$ cat config.mk
export PLATFORM = sky130hd
export DESIGN_NAME = write_back_stage
export DESIGN_NICKNAME = d
export VERILOG_FILES = /design/src/rtl/write_back_stage_pkg.sv /design/src/rtl/write_back_stage_load_extend.sv /design/src/rtl/write_back_stage.sv
export SDC_FILE = /design/constraint.sdc
export NUM_CORES = 1
export LEC_CHECK = 0
export ABC_AREA = 1
export CORE_MARGIN = 8
export CORE_UTILIZATION = 40
export DETAILED_ROUTE_END_ITERATION = 8
export PLACE_DENSITY = 0.78
export SETUP_SLACK_MARGIN = 0.05
export SLEW_MARGIN = 30
export SYNTH_ARGS = -nofsm -noshare
export SYNTH_HDL_FRONTEND = slang
export SYNTH_SLANG_ARGS = --single-unit
$ cat constraint.sdc
create_clock -name iClk -period 2.1 [get_ports iClk]
set_clock_uncertainty 0.05 [all_clocks]
set_input_delay 0.315 -clock iClk [delete_from_list [all_inputs] [get_ports iClk]]
set_output_delay 0.315 -clock iClk [all_outputs]
set_load 0.02 [all_outputs]
$ cat src/rtl/write_back_stage_pkg.sv
// Shared types and widths for the write-back stage and its load extractor.
package corePckg;

    localparam int cDataWidth  = 32;
    localparam int cRegSelBitW = 5;
    localparam int cRetireCntW = 32;

    typedef struct packed {
        logic                   en;
        logic [cRegSelBitW-1:0] addr;
    } tRegControl;

    typedef enum logic [2:0] {
        LB  = 3'b000,
        LH  = 3'b001,
        LW  = 3'b010,
        LBU = 3'b100,
        LHU = 3'b101
    } tLoadType;

    typedef enum logic {
        SRC_ALU = 1'b0,
        SRC_MEM = 1'b1
    } tWbSrc;

endpackage

$ cat src/rtl/write_back_stage_load_extend.sv
// Combinational load-data extraction: byte/halfword select by offset,
// sign/zero extension by funct3, plus illegal-funct3 and misaligned flags.
module load_extend
    import corePckg::*;
(
    input  logic [cDataWidth-1:0] data_i,
    input  logic [1:0]            off_i,
    input  logic [2:0]            funct3_i,
    output logic [cDataWidth-1:0] data_o,
    output logic                  illegal_o,
    output logic                  misalign_o
);

    logic [7:0]  byte_sel;
    logic [15:0] half_sel;

    assign byte_sel = 8'(data_i >> {off_i, 3'b000});
    // Halfword position uses only the upper offset bit; the low bit only feeds the misalign flag.
    assign half_sel = 16'(data_i >> {off_i[1], 4'b0000});

    always_comb begin
        data_o     = '0;
        illegal_o  = 1'b0;
        misalign_o = 1'b0;
        case (funct3_i)
            LB:  data_o = {{(cDataWidth-8){byte_sel[7]}}, byte_sel};
            LBU: data_o = {{(cDataWidth-8){1'b0}}, byte_sel};
            LH: begin
                data_o     = {{(cDataWidth-16){half_sel[15]}}, half_sel};
                misalign_o = off_i[0];
            end
            LHU: begin
                data_o     = {{(cDataWidth-16){1'b0}}, half_sel};
                misalign_o = off_i[0];
            end
            LW: begin
                data_o     = data_i;
                misalign_o = (off_i != 2'b00);
            end
            default: illegal_o = 1'b1;
        endcase
    end

endmodule

$ cat src/rtl/write_back_stage.sv
// Round-robin write-back arbiter between ALU and load results, driving the
// register-file write port and decode bypass. Optional: WB_MISALIGN_CHK_EN.
module write_back_stage
    import corePckg::*;
#(
    parameter int DATA_W = cDataWidth,
    parameter int ADDR_W = cRegSelBitW,
    parameter int CNT_W  = cRetireCntW
) (
    input  logic              iClk,
    input  logic              iRst,
    input  logic              iStall,
    input  logic              aluVld,
    output logic              aluRdy,
    input  logic [ADDR_W-1:0] aluAddr,
    input  logic [DATA_W-1:0] aluData,
    input  logic              memVld,
    output logic              memRdy,
    input  logic [ADDR_W-1:0] memAddr,
    input  logic [DATA_W-1:0] memData,
    input  logic [1:0]        memOff,
    input  logic [2:0]        memFunct3,
    output tRegControl        rdCntrl,
    output logic [DATA_W-1:0] rdData,
    output tRegControl        fwdCntrl,
    output logic [DATA_W-1:0] fwdData,
    output logic [CNT_W-1:0]  oRetireCnt,
`ifdef WB_MISALIGN_CHK_EN
    output logic              oMisalign,
`endif
    output logic              oBadFunct3
);

    logic [DATA_W-1:0] load_data;
    logic              load_illegal;
    logic              load_misalign;

    load_extend u_load_extend (
        .data_i     (memData),
        .off_i      (memOff),
        .funct3_i   (memFunct3),
        .data_o     (load_data),
        .illegal_o  (load_illegal),
        .misalign_o (load_misalign)
    );

    tRegControl        rd_cntrl_q, rd_cntrl_d;
    logic [DATA_W-1:0] rd_data_q, rd_data_d;
    logic [CNT_W-1:0]  retire_cnt_q, retire_cnt_d;
    logic              bad_q, bad_d;
    tWbSrc             last_grant_q, last_grant_d;

    logic              grant_alu, grant_mem, xfer;
    logic [ADDR_W-1:0] sel_addr;
    logic [DATA_W-1:0] sel_data;
    logic              sel_bad, sel_mis, suppress;

    // On a tie the source that did not win last time is granted.
    assign grant_alu = !iStall && aluVld && (!memVld || last_grant_q == SRC_MEM);
    assign grant_mem = !iStall && memVld && (!aluVld || last_grant_q == SRC_ALU);
    assign xfer      = grant_alu || grant_mem;
    assign aluRdy    = grant_alu;
    assign memRdy    = grant_mem;

    assign sel_addr = grant_mem ? memAddr : aluAddr;
    assign sel_data = grant_mem ? load_data : aluData;
    assign sel_bad  = grant_mem && load_illegal;
    assign sel_mis  = grant_mem && load_misalign;

`ifdef WB_MISALIGN_CHK_EN
    logic misalign_q, misalign_d;
    assign suppress   = (sel_addr == '0) || sel_bad || sel_mis;
    assign misalign_d = xfer && sel_mis;
    assign oMisalign  = misalign_q;
`else
    logic misalign_unused;
    assign misalign_unused = sel_mis;
    assign suppress        = (sel_addr == '0) || sel_bad;
`endif

    always_comb begin
        rd_cntrl_d   = rd_cntrl_q;
        rd_data_d    = rd_data_q;
        last_grant_d = last_grant_q;
        rd_cntrl_d.en = 1'b0;
        if (xfer) begin
            rd_cntrl_d.en   = !suppress;
            rd_cntrl_d.addr = sel_addr;
            rd_data_d       = suppress ? '0 : sel_data;
            last_grant_d    = grant_mem ? SRC_MEM : SRC_ALU;
        end
        bad_d        = xfer && sel_bad;
        retire_cnt_d = retire_cnt_q + {{(CNT_W-1){1'b0}}, xfer};
    end

    always_ff @(posedge iClk or posedge iRst) begin
        if (iRst) begin
            rd_cntrl_q   <= '0;
            rd_data_q    <= '0;
            retire_cnt_q <= '0;
            bad_q        <= 1'b0;
            last_grant_q <= SRC_ALU;
`ifdef WB_MISALIGN_CHK_EN
            misalign_q   <= 1'b0;
`endif
        end else begin
            rd_cntrl_q   <= rd_cntrl_d;
            rd_data_q    <= rd_data_d;
            retire_cnt_q <= retire_cnt_d;
            bad_q        <= bad_d;
            last_grant_q <= last_grant_d;
`ifdef WB_MISALIGN_CHK_EN
            misalign_q   <= misalign_d;
`endif
        end
    end

    assign rdCntrl    = rd_cntrl_q;
    assign rdData     = rd_data_q;
    assign fwdCntrl   = rd_cntrl_q;
    assign fwdData    = rd_data_q;
    assign oRetireCnt = retire_cnt_q;
    assign oBadFunct3 = bad_q;

endmodule

==> reports/qor.txt, run 1 <==
status: complete, no violations
WS Path Type: reg2out
clock root buffer: clkbuf_16
initial core utilization: 0.405
RSZ-0062 raised after global routing: false
CTS tree: yes
flop2flop setup slack: 0.31 ns
synth unique cells: 28
CP Data Required Time: 1.74 ns
GR Overflow Total: 0
Fin. Hold Viols: 0
Crit path depth: 1
CP delay by family, top: buffers and inverters
Crit. End Element: primary output
max frequency: 544 MHz
Synth warnings: 0
Slew HR: 0.580
clock latency on the worst-skew pair: 0.34 ns
maxcap violations: 0
DR pass1 iterations: 5
DR iter-0 viols: 489
cts hold-fix bufs: 0
ANT nets after route: 0
Seq cells post-synth: 72
Final Critical Period: 1.84 ns
Inserted Clock Buffers: 9
post-synthesis cell area: 4820 sq um
worst-path cell chain: clkdlybuf4s50_1
initial antenna violation count: 0
Max Buffers Root-to-Sink: 2
CP bufs+invs: 1
DR top layer: met4
main combinational cell family by area after synthesis: simple AND/OR/NAND/NOR gates
syn_area_per_cell: 6.67 sq um
syn nets: 809
Least-Margin Pin Slew: 0.628 ns
Hold WC Path Type: in2async
wl on met1: 6490 microns
fin area: 7240 sq um
simple-gate share of the synthesized area: 0.398
Cells after Synth: 723
Compound-Gate Fraction of Synth Area: 0.0301
WL final: 16,200 microns
gr usage total: 0.201
via count: 5,130
GP Congestion: 0.913
Final Power: 0.00491 W
routed wl met3: 1570 microns
IO Port Bufs: 194
synthesis-to-layout area growth: 50.2%
clock transition at the registers of the reported paths: 0.06 ns
Wirelength per Cell: 15.3 microns
fraction of layout cells with a size suffix above 1: 0.0923
depth of the CTS H-tree: 3
die height: 126 microns
Final nets: 993
Arrival @ worst endpoint: 1.47 ns
final setup fails: 0
Max rail drop VDD: 0.316 mV
# rows: 40
Post-DP Area: 6850 sq um
leakage power: 3.68 nW
mux cell area share after synthesis: 0
CORE AREA: 11,900 sq um
crit path max-delay cell type: clkdlybuf4s50_1
DIE WIDTH: 126 microns
pwr dens: 678 nW/um^2
number of remaining DRC errors: 0
Die ar.: 15,800 sq um
Adder-Cell Fraction of Synth Area: 0.00519
DPL Wire Length: 12,200 microns
CP Launch Type: register
IO Count: 195
crit share post-route: 0.875
Slowest Stage Delay on Critical Path: 0.67 ns
Max Slew Vio Count: 0
R2R depth: 9
crit path max fanout: 5
vias in the first global route: 5,072
xor and xnor area share after synthesis: 0.0509
Vias per Instance: 4.85
first-pass GRT wire length: 25,800 microns
sequential-to-total area share from yosys stat: 0.374
WL met2: 8040 microns
pin count of the biggest net entering global routing: 34
# clock sinks: 72
[report_power, final]
| group | total (W) | internal (W) | leakage, nW | switching, W |
|---|---|---|---|---|
| Clock | 0.00139 | 0.000816 | 0.123 | 0.000576 |
| Combinational | 0.00177 | 0.000861 | 2.63 | 0.000913 |
| Sequential | 0.00175 | 0.00156 | 0.931 | 0.000184 |
[logic make-up after synthesis]
group	count (synthesis)
and+or+nand+nor	461
buffers and inverters	131
adders and majority gates	2
AOI/OAI and AO/OA	29
DFF	72
xor gates and xnor gates	28
[layout make-up]
cell class                      count  area [sq um]
Clock buffer                       11           243
Inverter                           69           263
Timing Repair Buffer              233          2310
Fill cell                        1107          4670
Sequential cell                    72          1800
Antenna cell                        1          2.50
Tap cell                          147           184
Clock inverter                      3          20.0
Multi-Input combinational cell    522          2420
[routing by layer]
layer,global-route usage,up-vias
met2,0.341,209
met5,0,-
met4,0.0453,0
met1,0.236,2387
li1,-,2523
met3,0.0747,11
[Yosys cell counts (all sizes together)]
cell type	instances	area, sq um
a21oi	10	50.1
xnor2	11	96.3
nor3	12	75.1
nor2	68	299
nand3	20	130
nand2	345	1300
inv	69	259
xor2	17	149
nand4	10	62.6
o21ai	19	95.1
buf	53	392
clkbuf	9	33.8
ha	2	25.0
nand3b	5	37.5
dfrtp	72	1800
nor4	1	12.5
[flip-flops by register name, indices dropped and copies added (netlist names)]
name and cells:
oRetireCnt 32, fwdData 32, last_grant_q 1, fwdCntrl 6, oBadFunct3 1
[through the flow]
step	hold WS, ns	std cells	setup slack (ns)	TNS (ns)	utilization
final	0.368	1058	0.262	0	0.608
after global routing	0.405	1057	0.0885	0	0.608
after CTS	0.379	1053	0.0322	0	0.602
after detailed placement	0.428	1037	-0.509	-17.48	0.575
after global placement	0.418	1037	-0.443	-14.21	0.575
after floorplan	0.447	723	0.124	0	-
[worst paths after layout]
check / endpoint / startpoint
setup / recovery: oRetireCnt[23] / oRetireCnt[23]
hold / removal: fwdData[30] / iRst
setup reg to reg: fwdData[12] / last_grant_q
hold reg to reg: oRetireCnt[31] / oRetireCnt[31]
max in group asynchronous: fwdData[14] / iRst
min in group iClk: oRetireCnt[0] / aluVld
[what timing repair did]
action                                  CTS  global route
cloned                                    0             2
pin swaps                                 7             6
buffers inserted                          2             2
hold endpoints to repair                  0             0
resized for setup                        13             9
endpoints found under the setup margin   21            48
[cells in the final DEF (no fill, tap or decap), types with 2 or more instances in the layout]
master / instances
xnor2_1: 11
nand4_1: 10
o21ai_0: 18
clkdlybuf4s50_1: 189
xor2_1: 17
clkbuf_16: 9
nand3_1: 17
buf_4: 33
nand3b_1: 5
nand3_4: 2
nor2_4: 8
clkinvlp_4: 3
inv_2: 5
nor2_1: 59
nor3_1: 9
dlygate4sd2_1: 3
nor2_2: 2
ha_4: 2
dfrtp_1: 72
inv_1: 63
nand2_1: 339
a21oi_1: 10
dlymetal6s2s_1: 2
nor3_2: 3
buf_12: 6
nand2_2: 5
(Power assumes the default switching activity.)
==> inputs of run 2 (changes only) <==
- PLACE_DENSITY: 0.78 -> 0.8
==> reports/qor.txt, run 2 (synthesized netlist as in run 1, its figures left out) <==
fraction of layout cells with a size suffix above 1: 0.0903 (was 0.0923)
first-pass GRT wire length: 25,500 microns (was 25,800 microns)
number of fill cells in the layout: 1,126 (was 1,107)
clock transition at the registers of the reported paths: 0.06 ns (about the same)
Final Power: 0.00517 W (was 0.00491 W)
RSZ-0062 raised after global routing: true (was false)
CP Data Required Time: 2.28 ns (was 1.74 ns)
# clock sinks: 72 (unchanged)
Inserted Clock Buffers: 9 (unchanged)
reg2reg end: fwdData[14] (was fwdData[12])
vias in the first global route: 5,043 (was 5,072)
initial antenna violation count: 0 (unchanged)
GR Overflow Total: 0 (unchanged)
CP Launch Type: primary input (was register)
Final nets: 990 (was 993)
number of remaining DRC errors: 0 (unchanged)
die height: 126 microns (unchanged)
crit share post-route: 0.922 (was 0.875)
crit path max fanout: 4 (was 5)
DR pass1 iterations: 4 (was 5)
leading cell type in the layout, fill and taps excluded: nand2_1 (unchanged)
Final Critical Period: 1.94 ns (was 1.84 ns)
Max Slew Vio Count: 0 (unchanged)
maxcap violations: 0 (unchanged)
clock latency on the worst-skew pair: 0.33 ns (was 0.34 ns)
Worst Setup Slack, final: 0.163 ns (was 0.262 ns)
# rows: 40 (unchanged)
Slew HR: 0.658 (was 0.580)
status: complete, no violations (unchanged)
multi-input logic area: 2400 sq um (was 2420 sq um)
register area: 1800 sq um (unchanged)
pwr dens: 715 nW/um^2 (was 678 nW/um^2)
Arrival @ worst endpoint: 2.12 ns (was 1.47 ns)
gr usage total: 0.201 (about the same)
Die ar.: 15,800 sq um (unchanged)
Crit. End Element: register (was primary output)
Wirelength per Cell: 15.1 microns (was 15.3 microns)
WL final: 15,900 microns (was 16,200 microns)
worst slack, placed: -0.505 ns (was -0.509 ns)
Least-Margin Pin Slew: 0.512 ns (was 0.628 ns)
final setup fails: 0 (unchanged)
pin count of the biggest net entering global routing: 58 (was 34)
max frequency: 516 MHz (was 544 MHz)
DIE WIDTH: 126 microns (unchanged)
FF-to-FF Start: last_grant_q (unchanged)
IO Count: 195 (unchanged)
R2R depth: 8 (was 9)
most frequent cells in the layout: 340 x nand2_1, 191 x clkdlybuf4s50_1, 72 x dfrtp_1 (was 339 x nand2_1, 189 x clkdlybuf4s50_1, 72 x dfrtp_1)
GP Congestion: 0.929 (was 0.913)
Hold WC Path Type: in2async (unchanged)
Max Buffers Root-to-Sink: 2 (unchanged)
CORE AREA: 11,900 sq um (unchanged)
WS Path Type: in2reg (was reg2out)
via count: 4,984 (was 5,130)
initial core utilization: 0.405 (unchanged)
synthesis-to-layout area growth: 50.0% (was 50.2%)
depth of the CTS H-tree: 3 (unchanged)
DPL Wire Length: 12,200 microns (about the same)
Vias per Instance: 4.72 (was 4.85)
DR iter-0 viols: 376 (was 489)
leakage power: 3.69 nW (was 3.68 nW)
CTS tree: yes (unchanged)
Fin. Hold Viols: 0 (unchanged)
clock root buffer: clkbuf_16 (unchanged)
Max rail drop VDD: 0.381 mV (was 0.316 mV)
flop2flop setup slack: 0.36 ns (was 0.31 ns)
IO Port Bufs: 194 (unchanged)
ANT nets after route: 0 (unchanged)
Ant. Diodes: 0 (was 1)
cts hold-fix bufs: 0 (unchanged)
==> run 2: cell types whose count changed in the layout (fill, tap and decap cells not counted), moves of 2 or more <==
cell,previous run,this run
nor2_4,8,6
buf_12,6,3
bufinv_16,0,2
dlygate4sd2_1,3,1
clkdlybuf4s50_1,189,191
==> run 2: power by group <==
group	leakage (nW)	total [W]	switching, W	internal, W
clock	0.155	0.00166	0.000599	0.00107
sequential	0.931	0.00175	0.000184	0.00156
combinational	2.60	0.00176	0.000907	0.000853
total	3.69	0.00517	0.00169	0.00348
==> run 2: worst max-delay path by stage <==
| stage | startpoint | endpoint | slack [ns] | cells after the start |
|---|---|---|---|---|
| 2_1_floorplan | memVld | oRetireCnt[24] | 0.12 | 15 |
| 3_3_place_gp | memVld | oRetireCnt[24] | -0.46 | 16 |
| 3_5_place_dp | memVld | oRetireCnt[24] | -0.50 | 16 |
| 4_1_cts | aluVld | fwdData[18] | 0.03 | 11 |
| 5_1_grt | iStall | fwdData[2] | 0.008 | 10 |
| 6_report | iStall | oRetireCnt[24] | 0.16 | 15 |
==> run 2: final cells by class <==
| type | count | share of cell area |
|---|---|---|
| Clock buffer | 10 | 0.0330 |
| Inverter | 69 | 0.0363 |
| Sequential cell | 72 | 0.249 |
| Multi-Input combinational cell | 521 | 0.332 |
| Tap cell | 147 | 0.0254 |
| Clock inverter | 5 | 0.0112 |
| Timing Repair Buffer | 231 | 0.313 |
==> run 2: through the flow <==
| step | util | instances | TNS (ns) | area (sq um) | hold slack, ns |
|---|---|---|---|---|---|
| 2_1_floorplan | - | 723 | 0 | 4820 | 0.447 |
| 3_3_place_gp | 0.572 | 1036 | -14.21 | 6820 | 0.440 |
| 3_5_place_dp | 0.572 | 1036 | -17.14 | 6820 | 0.443 |
| 4_1_cts | 0.604 | 1053 | 0 | 7200 | 0.341 |
| 5_1_grt | 0.607 | 1055 | 0 | 7230 | 0.386 |
| 6_report | 0.607 | 1055 | 0 | 7230 | 0.345 |
==> run 2: routing by layer <==
metal / global-route usage / part of all wire
met1: 0.228 / 0.40
met2: 0.338 / 0.48
met3: 0.0819 / 0.10
met4: 0.0679 / 0.021
met5: 0 / 0
==> run 2: repair_timing <==
action	CTS	global route
setup endpoints to repair	18	50
buffers inserted	2	1
cloned	0	1
pin swaps	6	8
gates resized for setup	10	7
==> run 2: critical path, cell delays in order <==
cell and delay (ns):
clkdlybuf4s50_1 0.43, inv_1 0.08, nand2_1 0.09, nand2_4 0.11, ha_4 0.15, ha_4 0.13, nand2_2 0.06, nor2_4 0.11
nand2_2 0.08, nor2_4 0.14, nand3_2 0.11, nor2_4 0.14, nand2_1 0.06, nand2_1 0.06, nand2_1 0.04
==> inputs of run 3 (changes only) <==
- CORE_UTILIZATION: 40 -> 44
- PLACE_DENSITY: 0.8 -> 0.83
- clock period: 2.1 -> 2.2 ns (I/O delays scaled with it)
==> reports/qor.txt, run 3 (synthesized netlist as in run 1, its figures left out) <==
Worst Hold Margin: 0.287 ns (was 0.345 ns)
WL final: 15,700 microns (was 15,900 microns)
WS Path Type: in2reg (unchanged)
status: complete, no violations (unchanged)
GP Congestion: 0.940 (was 0.929)
synthesis-to-layout area growth: 47.0% (was 50.0%)
Inserted Clock Buffers: 9 (unchanged)
first-pass GRT wire length: 24,500 microns (was 25,500 microns)
Wirelength per Cell: 15.0 microns (was 15.1 microns)
maxcap violations: 0 (unchanged)
depth of the CTS H-tree: 3 (unchanged)
Slew HR: 0.601 (was 0.658)
via count: 5,071 (was 4,984)
DIE WIDTH: 121 microns (was 126 microns)
vias in the first global route: 5,118 (was 5,043)
Die ar.: 14,600 sq um (was 15,800 sq um)
post-route core utilization: 0.660 (was 0.607)
Ant. Diodes: 0 (unchanged)
ANT nets after route: 0 (unchanged)
DR pass1 iterations: 5 (was 4)
DPL Wire Length: 12,200 microns (about the same)
DR iter-0 viols: 299 (was 376)
reg2reg end: oRetireCnt[24] (was fwdData[14])
Max Buffers Root-to-Sink: 2 (unchanged)
gr usage total: 0.211 (was 0.201)
Clock Power Share: 0.253 (was 0.322)
GR Overflow Total: 0 (unchanged)
pwr dens: 624 nW/um^2 (was 715 nW/um^2)
Least-Margin Pin Slew: 0.598 ns (was 0.512 ns)
crit share post-route: 0.955
Worst Setup Slack, final: 0.0988 ns (was 0.163 ns)
Comb power frac: 0.372 (was 0.340)
max frequency: 476 MHz
leakage power: 3.64 nW (was 3.69 nW)
IO Port Bufs: 194 (unchanged)
initial core utilization: 0.449 (was 0.405)
Final Critical Period: 2.10 ns
Switching Fraction: 0.356 (was 0.327)
RSZ-0062 raised after global routing: true (unchanged)
Crit. End Element: register (unchanged)
fraction of layout cells with a size suffix above 1: 0.0902 (was 0.0903)
leading cell type in the layout, fill and taps excluded: nand2_1 (unchanged)
clock root buffer: clkbuf_8 (was clkbuf_16)
IO Count: 195 (unchanged)
Max rail drop VDD: 0.404 mV (was 0.381 mV)
cell internal pwr: 0.00285 W (was 0.00348 W)
Max Slew Vio Count: 0 (unchanged)
flop2flop setup slack: 0.40 ns (was 0.36 ns)
number of remaining DRC errors: 0 (unchanged)
final setup TNS: 0 ns (unchanged)
# rows: 38 (was 40)
FF-to-FF Start: oRetireCnt[0] (was last_grant_q)
switching power: 0.00158 W (was 0.00169 W)
Final Power: 0.00442 W (was 0.00517 W)
initial antenna violation count: 0 (unchanged)
clock transition at the registers of the reported paths: 0.08 ns (was 0.06 ns)
Fin. Hold Viols: 0 (unchanged)
Hold WC Path Type: in2async (unchanged)
CTS tree: yes (unchanged)
CORE AREA: 10,700 sq um (was 11,900 sq um)
Final nets: 990 (unchanged)
worst slack, placed: -0.311 ns (was -0.505 ns)
sequential share of power: 0.375 (was 0.338)
CP Data Required Time: 2.40 ns (was 2.28 ns)
pin count of the biggest net entering global routing: 34 (was 58)
crit path max fanout: 4 (unchanged)
final setup fails: 0 (unchanged)
CP Launch Type: primary input (unchanged)
Vias per Instance: 4.83 (was 4.72)
die height: 121 microns (was 126 microns)
most frequent cells in the layout: 340 x nand2_1, 191 x clkdlybuf4s50_1, 72 x dfrtp_1 (unchanged)
R2R depth: 11 (was 8)
# clock sinks: 72 (unchanged)
cts hold-fix bufs: 0 (unchanged)
Arrival @ worst endpoint: 2.30 ns (was 2.12 ns)
clock latency on the worst-skew pair: 0.36 ns (was 0.33 ns)
number of fill cells in the layout: 967 (was 1,126)
[run 3: changes by cell type in the layout (fill, tap and decap cells not counted), moves of 2 or more]
| cell | before | now |
|---|---|---|
| inv_6 | 0 | 2 |
| nand3_2 | 2 | 0 |
| clkbuf_16 | 9 | 0 |
| clkbuf_8 | 1 | 10 |
[run 3: per-layer routing]
layer,up-vias,wire (microns),track usage
li1,2514,-,-
met1,2313,6050,0.228
met2,215,7880,0.375
met3,29,1420,0.0732
met4,0,354,0.0734
met5,-,0,0
[run 3: metrics by stage]
stage	instance area [sq um]	cells
finish	7090	1049
global route	7090	1049
CTS	7010	1046
detailed placement	6800	1030
global placement	6800	1030
floorplan	4820	723
[run 3: worst max-delay path, cell delays in order]
cell,delay [ns]
clkdlybuf4s50_1,0.46
inv_2,0.10
nand2_1,0.08
nand2_2,0.11
ha_4,0.14
ha_2,0.17
nand2_1,0.06
nor2_2,0.13
nand2_2,0.09
nor2_4,0.20
nand3_4,0.11
nor2_4,0.16
nand2_1,0.06
nand2_1,0.06
nand2_1,0.05
[run 3: worst max path at each step]
stage / start / to / slack, ns
finish: iStall / oRetireCnt[24] / 0.1
global route: iStall / oRetireCnt[24] / -0.07
CTS: memVld / oRetireCnt[24] / 0.06
detailed placement: memVld / oRetireCnt[24] / -0.31
global placement: memVld / oRetireCnt[24] / -0.25
floorplan: memVld / oRetireCnt[24] / 0.21
[run 3: final cells by class]
| cell class | count | area [sq um] | area share |
|---|---|---|---|
| clock inverter | 5 | 63.8 | 0.00900 |
| timing repair buffer | 231 | 2250 | 0.317 |
| sequential | 72 | 1800 | 0.254 |
| inverter | 69 | 263 | 0.0371 |
| clock buffer | 11 | 141 | 0.0199 |
| multi-input combinational | 521 | 2390 | 0.338 |
| tap | 140 | 175 | 0.0247 |
[run 3: power groups by stage]
stage | registers, W | logic (W) | clock network, W
floorplan | 0.00185 | 0.000721 | 0
global placement | 0.00168 | 0.00162 | 0
detailed placement | 0.00168 | 0.00164 | 0
CTS | 0.00166 | 0.00164 | 0.00113
global route | 0.00169 | 0.00177 | 0.00119
finish | 0.00166 | 0.00165 | 0.00112
[run 3: repair_timing]
item                       4_1_cts  5_1_grt
pin swaps                        0        6
setup endpoints to repair        1       36
gates cloned                     0        1
resized for setup                1       15
buffers inserted                 0        2
